## src/rtl/mem_sched_pkg.sv

```systemverilog
// Shared types for the data-memory scheduler: LSQ/CDB packets, store buffer entry, mode enum.
package mem_sched_pkg;

  localparam int unsigned ROB_W = 5;

  typedef struct packed {
    logic [31:0]      address;
    logic [ROB_W-1:0] ROB_entry;
  } lsq_packet_t;

  typedef struct packed {
    logic [ROB_W-1:0] dest_ROB_entry;
    logic [31:0]      result;
    logic             branch_result;
    logic             from_memory;
  } CDB_packet_t;

  typedef struct packed {
    logic [31:0] addr;
    logic [31:0] data;
  } sb_entry_t;

  typedef enum logic {
    LOAD_PRI,
    STORE_PRI
  } mem_sched_mode_t;

endpackage

```

## src/rtl/mem_sched_store_buf.sv

```systemverilog
// Committed-store FIFO with a wrap-bit pointer pair and a parallel word-address match.
module mem_sched_store_buf
  import mem_sched_pkg::*;
#(
  parameter int unsigned DEPTH = 4
) (
  input  logic                   clk,
  input  logic                   reset,
  input  logic                   push,
  input  sb_entry_t              push_entry,
  input  logic                   pop,
  output sb_entry_t              head,
  output logic [$clog2(DEPTH):0] count,
  output logic                   full,
  output logic                   empty,
  input  logic [29:0]            match_word,
  output logic                   match
);

  localparam int unsigned PW = $clog2(DEPTH);

  sb_entry_t   entries [DEPTH];
  logic [PW:0] rd_ptr;
  logic [PW:0] wr_ptr;

  assign count = wr_ptr - rd_ptr;
  assign empty = (rd_ptr == wr_ptr);
  assign full  = (rd_ptr[PW-1:0] == wr_ptr[PW-1:0]) && (rd_ptr[PW] != wr_ptr[PW]);
  assign head  = entries[rd_ptr[PW-1:0]];

  // Pointer update; a push while full or a pop while empty is ignored.
  always_ff @(posedge clk) begin
    if (reset) begin
      rd_ptr <= '0;
      wr_ptr <= '0;
    end else begin
      if (push && !full) wr_ptr <= wr_ptr + 1'b1;
      if (pop && !empty) rd_ptr <= rd_ptr + 1'b1;
    end
  end

  // Entry storage; unreset because only slots between the pointers are ever read.
  always_ff @(posedge clk) begin
    if (push && !full) entries[wr_ptr[PW-1:0]] <= push_entry;
  end

  // A slot is live when its distance from the read pointer is below the occupancy.
  always_comb begin
    match = 1'b0;
    for (int i = 0; i < int'(DEPTH); i++) begin
      if (({1'b0, PW'(i) - rd_ptr[PW-1:0]} < count) &&
          (entries[PW'(i)].addr[31:2] == match_word)) begin
        match = 1'b1;
      end
    end
  end

endmodule

```

## src/rtl/mem_sched.sv

```systemverilog
// Single-port data memory scheduler: store buffer, watermark arbitration, one-entry CDB slot.
module mem_sched
  import mem_sched_pkg::*;
#(
  parameter int unsigned SB_DEPTH = 4,
  parameter int unsigned HI_WM    = 3,
  parameter int unsigned LO_WM    = 1
) (
  input  logic                      clk,
  input  logic                      reset,
  input  logic                      st_commit_valid,
  input  logic [31:0]               st_commit_addr,
  input  logic [31:0]               st_commit_data,
  output logic                      st_commit_ready,
  input  logic                      ld_req_valid,
  input  lsq_packet_t               ld_req,
  output logic                      ld_req_ready,
  input  logic                      drain_req,
  input  logic                      flush,
  output logic [31:0]               mem_addr,
  output logic [31:0]               mem_wdata,
  output logic                      mem_we,
  output logic                      mem_re,
  input  logic [31:0]               mem_rdata,
  output CDB_packet_t               cdb_out,
  output logic                      cdb_valid,
  input  logic                      cdb_yummy,
  output logic [$clog2(SB_DEPTH):0] sb_count,
  output logic                      sb_empty
);

  localparam int unsigned CW = $clog2(SB_DEPTH) + 1;

  mem_sched_mode_t mode_q, mode_d;
  sb_entry_t       head;
  logic            sb_full, sb_match, st_alias, ld_elig, push, do_load, do_store;
  logic [CW-1:0]   count_next;
  logic [31:0]     result_q;
  logic [ROB_W-1:0] rob_q;

  assign push            = st_commit_valid && !sb_full;
  assign st_commit_ready = !sb_full;

  mem_sched_store_buf #(
    .DEPTH(SB_DEPTH)
  ) u_store_buf (
    .clk        (clk),
    .reset      (reset),
    .push       (push),
    .push_entry ('{addr: st_commit_addr, data: st_commit_data}),
    .pop        (do_store),
    .head       (head),
    .count      (sb_count),
    .full       (sb_full),
    .empty      (sb_empty),
    .match_word (ld_req.address[31:2]),
    .match      (sb_match)
  );

  // A load may not pass an older store to the same word, including one committing right now.
  assign st_alias = st_commit_valid && (st_commit_addr[31:2] == ld_req.address[31:2]);
  assign ld_elig  = ld_req_valid && !flush && (!cdb_valid || cdb_yummy) && !sb_match && !st_alias;

  // Arbitration and mode next-state.
  always_comb begin
    do_load    = 1'b0;
    do_store   = 1'b0;
    mode_d     = mode_q;
    count_next = '0;
    case (mode_q)
      STORE_PRI: begin
        if (!sb_empty)    do_store = 1'b1;
        else if (ld_elig) do_load  = 1'b1;
      end
      default: begin
        if (ld_elig)        do_load  = 1'b1;
        else if (!sb_empty) do_store = 1'b1;
      end
    endcase
    count_next = sb_count + CW'(push) - CW'(do_store);
    case (mode_q)
      STORE_PRI: if (32'(count_next) <= LO_WM && !drain_req) mode_d = LOAD_PRI;
      default:   if (32'(count_next) >= HI_WM || drain_req)  mode_d = STORE_PRI;
    endcase
  end

  // Memory port drive; address and write data are zero when not in use.
  always_comb begin
    mem_we       = do_store;
    mem_re       = do_load;
    ld_req_ready = do_load;
    mem_addr     = '0;
    mem_wdata    = '0;
    if (do_store) begin
      mem_addr  = head.addr;
      mem_wdata = head.data;
    end else if (do_load) begin
      mem_addr = ld_req.address;
    end
  end

  // Mode register.
  always_ff @(posedge clk) begin
    if (reset) mode_q <= LOAD_PRI;
    else       mode_q <= mode_d;
  end

  // CDB slot: a new load overwrites in the cycle the old result is consumed.
  always_ff @(posedge clk) begin
    if (reset) begin
      cdb_valid <= 1'b0;
      result_q  <= '0;
      rob_q     <= '0;
    end else if (do_load) begin
      cdb_valid <= 1'b1;
      result_q  <= mem_rdata;
      rob_q     <= ld_req.ROB_entry;
    end else if (flush || cdb_yummy) begin
      cdb_valid <= 1'b0;
    end
  end

  // CDB packet assembly.
  always_comb begin
    cdb_out                = '0;
    cdb_out.dest_ROB_entry = rob_q;
    cdb_out.result         = result_q;
    cdb_out.branch_result  = 1'b0;
    cdb_out.from_memory    = cdb_valid;
  end

endmodule
```

## config.mk

```make
export PLATFORM = sky130hd
export DESIGN_NAME = mem_sched
export DESIGN_NICKNAME = d
export VERILOG_FILES = /design/src/rtl/mem_sched_pkg.sv /design/src/rtl/mem_sched_store_buf.sv /design/src/rtl/mem_sched.sv
export SDC_FILE = /design/constraint.sdc
export NUM_CORES = 1
export LEC_CHECK = 0
export ABC_AREA = 1
export CAP_MARGIN = 20
export CORE_MARGIN = 2
export CORE_UTILIZATION = 26
export CTS_BUF_LIST = sky130_fd_sc_hd__clkbuf_4 sky130_fd_sc_hd__clkbuf_8 sky130_fd_sc_hd__clkbuf_16
export DETAILED_ROUTE_END_ITERATION = 8
export HOLD_SLACK_MARGIN = 0.05
export PLACE_DENSITY = 0.43
export SYNTH_ARGS = -nofsm -noshare
export SYNTH_HDL_FRONTEND = slang
export SYNTH_SLANG_ARGS = --single-unit
```

## constraint.sdc

```tcl
create_clock -name clk -period 4 [get_ports clk]
set_input_delay 0.8 -clock clk [delete_from_list [all_inputs] [get_ports clk]]
set_output_delay 0.8 -clock clk [all_outputs]
set_load 0.05 [all_outputs]
```

* Word level (Yosys, flattened, before mapping)
Memories as Yosys holds them, arrays and structs flattened. A register that Yosys moved wholly into a read port is not among the register bits. Index checks and enable logic that the tools add are counted.
Storage, ports and cells: register bits 45, bits in latches 0, bits in writable memories 256, bits in read-only memories 0, bits of input ports 140, output and inout port bits 112, logic and storage cells 77, memories kept 1
Memory list:
- u_store_buf.entries | words 4, bits a word 64, rd ports 5, clocked after Yosys merged registers in 1, write ports 1, RTL line mem_sched_store_buf.sv:22 | sb_entry_t entries [DEPTH];
Cells by class: add/subtract/negate cells 9, $mul 0, div/mod/pow operators 0, order comparisons 6, equal/unequal tests 8, shifts and indexed selects 0, multiplexer cells 22, bitwise operators 0, reductions and logical operators 25
Operator list (count):
- 30-bit == test | 5
- 32-bit 2-to-1 mux | 3
- 1-bit 2-to-1 mux | 17
- 1-bit logical AND | 14
- 2-bit by 3-bit less-than comparator with 1-bit output | 4
- 1-bit logical NOT | 7
- 3-bit by 1-bit adder with 3-bit output (second input constant) | 2
- 2-bit 2-to-1 mux | 2
- 1-bit by 2-bit subtractor with 2-bit output (first input constant) | 2
- 2-bit subtractor (first input constant) | 2
- 3-bit by 1-bit adder with 3-bit output | 1
- 3-bit == test | 1
- 3-bit by 2-bit greater-or-equal comparator with 1-bit output (second input constant) | 1
- 3-bit by 1-bit less-or-equal comparator with 1-bit output (second input constant) | 1
- 1-bit logical OR | 3
- 3-bit by 1-bit subtractor with 3-bit output | 1
- 3-bit subtractor | 1
- 2-bit == test | 1
- 2-bit nonzero test | 1
- 1-bit != test | 1

* Depth between registers and ports, before layout
word-level depth 17, mapped depth 22, mapped depth without buffers 22

* Modules after synthesis
Synthesis repeated with hierarchy kept, for this count alone.
Unflattened totals: cell total of the unflattened synthesis 1769, area total of the unflattened synthesis 15421.0 um^2
Modules (own cells, without submodules):
- mem_sched_store_buf | times used 1, cells each 1132, area an instance 11996.5 um^2, sequential area each 7847.5 um^2
- mem_sched | times used 1, cells each 637, area an instance 3424.5 um^2, sequential area each 780.7 um^2

* Worst setup path before layout
No wires, ideal clock.
path type reg2reg, from register u_store_buf.wr_ptr[0], to register u_store_buf.wr_ptr[2], setup time 89 ps, data arrival time 4736 ps, required time 3911 ps, setup slack -825 ps, cell stages (with the launch flop) 8, buffers on the path 0, period minus slack after synthesis 4825 ps, path through dfxtp_1 inv_1 ha_1 nand3_1 nand2_1 nor2_1 o21ai_0 a21oi_1
Between the ends: cells in the longest elaborated chain, start to end 5, elaborated cells on any way between the ends 6, those cells by class add/sub: 1; eq/ne: 1; reduce/logical: 4
RTL lines:
- from (decl) | RTL line mem_sched_store_buf.sv:24 | logic [PW:0] wr_ptr;
- from (signal assigned) | RTL line mem_sched_store_buf.sv:37 | if (push && !full) wr_ptr <= wr_ptr + 1'b1;
- 2-bit == test * | RTL line mem_sched_store_buf.sv:28 | assign full = (rd_ptr[PW-1:0] == wr_ptr[PW-1:0]) && (rd_ptr[PW] != wr_ptr[PW]);
- 1-bit logical AND * | RTL line mem_sched_store_buf.sv:28
- 1-bit logical NOT *
- via st_commit_ready | RTL line mem_sched.sv:14 | output logic st_commit_ready,
- 1-bit logical AND | RTL line mem_sched.sv:41 | assign push = st_commit_valid && !sb_full;
- 1-bit logical AND * | RTL line mem_sched_store_buf.sv:37
Mark *: on every way through the listed nets, which the timed path passes. The rest lies on a longest branch. A chain may end at the register's enable or synchronous reset.

* Worst setup path in the final report
from register u_store_buf.wr_ptr[0], to output port mem_addr[2]
Between the ends: cells in the longest elaborated chain, start to end 15, elaborated cells on any way between the ends 25, those cells by class add/sub: 1; order compare: 4; eq/ne: 1; mux: 12; reduce/logical: 7
RTL lines:
- 3-bit subtractor | RTL line mem_sched_store_buf.sv:26 | assign count = wr_ptr - rd_ptr;
- 2-bit by 3-bit less-than comparator with 1-bit output | RTL line mem_sched_store_buf.sv:51 | if (({1'b0, PW'(i) - rd_ptr[PW-1:0]} < count) &&
- 1-bit logical AND | RTL line mem_sched_store_buf.sv:51
- 1-bit 2-to-1 mux (4 in series) | RTL line mem_sched_store_buf.sv:51
- 1-bit logical NOT | RTL line mem_sched.sv:62 | assign ld_elig = ld_req_valid && !flush && (!cdb_valid || cdb_yummy) && !sb_match && !st_alias;
- 1-bit logical AND (2 in series) | RTL line mem_sched.sv:62
- 1-bit 2-to-1 mux | RTL line mem_sched.sv:73, mem_sched.sv:76
- 1-bit 2-to-1 mux | RTL line mem_sched.sv:72 | if (!sb_empty) do_store = 1'b1;
- 1-bit 2-to-1 mux | RTL line mem_sched.sv:70 | case (mode_q)
- 32-bit 2-to-1 mux | RTL line mem_sched.sv:97 | end else if (do_load) begin
- 32-bit 2-to-1 mux * | RTL line mem_sched.sv:94 | if (do_store) begin
- to (decl) | RTL line mem_sched.sv:20 | output logic [31:0] mem_addr,
Mark *: on every way between the ends. The rest lies on a longest branch, timed or not.

==> flow_summary.ini <==
[outcome]
run_status = finished with violations
failing_checks = setup timing

[placement]
gp_congestion = 0.8684
io_buffer_count = 250
place.detailed.hpwl_um = 36620
place_ws_ps = -173.2

[pwr]
p_leak_nw = 8.625
cellPowerDensity_nw_per_um2 = 733.4
overall_power_of_the_completed_layout_mw = 15.70
ir_worst_vdd_uv = 577.1

[drt]
number_of_routed_nets_with_antenna_violations = 0
num_vias = 12410
finalWirelength_um = 52960
drcViolationCount = 0
dr.pass1.iters = 5
drt-wirelength-per-cell_um = 19.01
drt_iter0_markers = 765
vias_per_cell = 4.454

[setup_path]
worst_r2r_startpoint = u_store_buf.wr_ptr[0]
reg2reg_depth = 24
worst_setup_path_startpoint = u_store_buf.wr_ptr[0]
critPathCaptureType = output port
critical_path.reg2reg.endpoint = mode_q
path_class = flip-flop to output port
setup.reg_to_reg.worst_slack_ps = 0
worst_setup_path_endpoint = mem_addr[2]
cp.arrival_ps = 3530
critical_path_required_ps = 3200
crit_path_max_fanout = 19
critPathLaunchType = flip-flop

[yosys]
syn_inst = 1623
number_of_warnings_issued_by_yosys = 0
syn_area_per_cell_um2 = 9.134
cell_with_the_most_instances_after_synthesis = nand2_1
yosys_register_bits = 303
yosys.area.top_type = edfxtp_1
synthesis.area_um2 = 14820
synthTopCellsByArea = edfxtp_1, nand2_1, nor2_1, dfxtp_1, o21ai_0
synth_common_cells = nand2_1, nor2_1, edfxtp_1, inv_1, o21ai_0
synth-seq-area-share_pct = 58.20
synth_cell_type_count = 38
synth_async_sr_flop_share_pct = 0
synth_flop_cell = edfxtp_1
synth-edff-count = 256
synthDominantCellAreaShare_pct = 51.86
syn-num-nets = 1779

[sta]
max_slew_margin_pct = 42.51
final.setup.worst_slack_ps = -332.4
timing_max_transition_violations_final = 0
final.min_clock_period_ps = 4332
fin_crit_sh_pct = 108.3
fin_hold_ws_ps = 501.4
fmax_ghz = 0.2308
skew_ps = 16.05
final-hold-violation-count = 0
grt_setup_unrepaired = true
final_setup_fails = 66
measured_slew_at_the_worst_slew_check_pin_ps = 862.4

[floorplan]
io_pins = 252
design.die.area_um2 = 58940
initial_utilization_pct = 26.29
placement_rows = 87
fp.coreArea_um2 = 56390
chipWidth_um = 242.8
chipHeight_um = 242.8

[finish]
finish.net_count = 2158
post_route_cells_drive_above_1_share_pct = 22.02
area_growth_pct = 44.44
number_of_diodes = 0

[cts]
cts.root.buffer_cell = clkbuf_16
maximum_number_of_buffers_from_clock_root_to_sink = 3
clock_transition_at_the_registers_of_the_reported_paths_ps = 60
clock_tree.htree_level_count = 2
clock_tree_from_tritoncts = done
tritoncts.num_buffers = 40
cts_sinks = 303
clock_latency_ps = 550

[job]
drv.max_cap_violation_count = 0

[hold_path]
min_delay_path_depth = 2
hold_class = flip-flop to flip-flop

[grt]
grt_usage_pct = 17.71
global_route_wire_length_before_repair_um = 78560
grt_overflow_total = 0
grt_start_max_net_pins = 121
first_global_vias = 12480
antenna_violations_before_repair = 5
==> placed cells by master, fill, tap and decap left out, types with 3 or more instances in the layout <==
cell / n
nand3_4: 3
buf_12: 19
nand2_1: 399
o21ai_2: 18
xor2_1: 33
clkbuf_16: 41
o22ai_1: 21
o21ai_0: 102
bufinv_16: 4
clkdlybuf4s50_1: 183
nor2_4: 21
xnor2_1: 39
clkbuf_4: 6
buf_8: 6
buf_6: 64
o21ai_4: 11
nor2_1: 219
clkinv_1: 5
inv_4: 4
a32o_1: 32
inv_1: 119
o21ai_1: 14
nand2_4: 4
or2_1: 3
inv_2: 17
nand4_1: 3
a21oi_1: 71
clkinv_2: 11
nand3_1: 21
ha_1: 10
buf_4: 151
ha_4: 3
edfxtp_1: 256
nand2_2: 28
dfxtp_1: 44
nor2_2: 21
==> routing by layer <==
metal	vias up	wire [µm]	GRT usage (%)
met5	-	66	0
met4	10	1777	6.153
met3	89	2879	3.870
met2	306	25780	30.08
met1	5890	22460	22.17
li1	6114	-	-
==> critical path, stage by stage (launching register included) <==
cell and delay, ps:
dfxtp_2 320, inv_2 70, ha_4 150, inv_4 40, fa_2 560, inv_4 60, ha_1 270, a21o_1 210
nand3_4 140, nand3_4 80, nor2_4 110, nand2_2 60, nand3_2 100, o21bai_4 130, inv_4 110, buf_12 200
nand2_1 90, o21ai_2 100, buf_6 190
==> metrics by stage <==
stage	std cells	setup TNS, ps	utilization, %	cell area (µm²)
2_1_floorplan	1623	-145120	-	15090
4_1_cts	2782	-21740	37.81	21320
3_3_place_gp	2702	-5095	34.47	19440
3_5_place_dp	2702	-5021	34.47	19440
6_report	2786	-16940	37.97	21410
5_1_grt	2786	-30130	37.97	21410
==> flip-flops by register name, indices dropped and copies added (netlist names), named ones only <==
signal / cells
u_store_buf.entries: 256
mode_q: 1
u_store_buf.wr_ptr: 3
cdb_valid: 1
result_q: 32
rob_q: 5
u_store_buf.rd_ptr: 3
==> power breakdown <==
| part | internal (mW) | switching, mW |
|---|---|---|
| Sequential | 3.72 | 0.122 |
| Combinational | 3.01 | 5.28 |
| Clock | 2.17 | 1.40 |
==> layout make-up <==
cell class                      count  area, µm²
Sequential cell                   303       8635
Clock inverter                     23      219.0
Tap cell                          756      945.9
Fill cell                        5737      34970
Clock buffer                       47       1071
Inverter                          140      535.5
Timing Repair Buffer              423       4156
Multi-Input combinational cell   1094       5849
==> how the worst min path moves through the flow <==
| stage | from | endpoint |
|---|---|---|
| global route | result_q[24] | result_q[24] |
| detailed placement | result_q[2] | result_q[2] |
| CTS | result_q[24] | result_q[24] |
| finish | result_q[24] | result_q[24] |
| floorplan | u_store_buf.wr_ptr[2] | u_store_buf.wr_ptr[2] |
| global placement | u_store_buf.wr_ptr[2] | u_store_buf.wr_ptr[2] |
==> kinds of logic (layout without fill, tap and decap cells) <==
logic type	Yosys count	after routing	synth area share, %
DFF	303	303	58.20
buffers and inverters	226	633	6.220
and+or+nand+nor	729	729	19.08
other	1	1	0.02530
AOI/OAI and AO/OA	275	275	10.71
adders and majority gates	16	16	1.452
xor gates and xnor gates	73	73	4.313
==> timing repair <==
action	CTS	global route
buffers inserted	10	6
gates resized for setup	126	24
pin swaps	5	13
cloned	1	0
endpoints found under the setup margin	68	68
hold buffers	0	0
(Power assumes the default switching activity.)
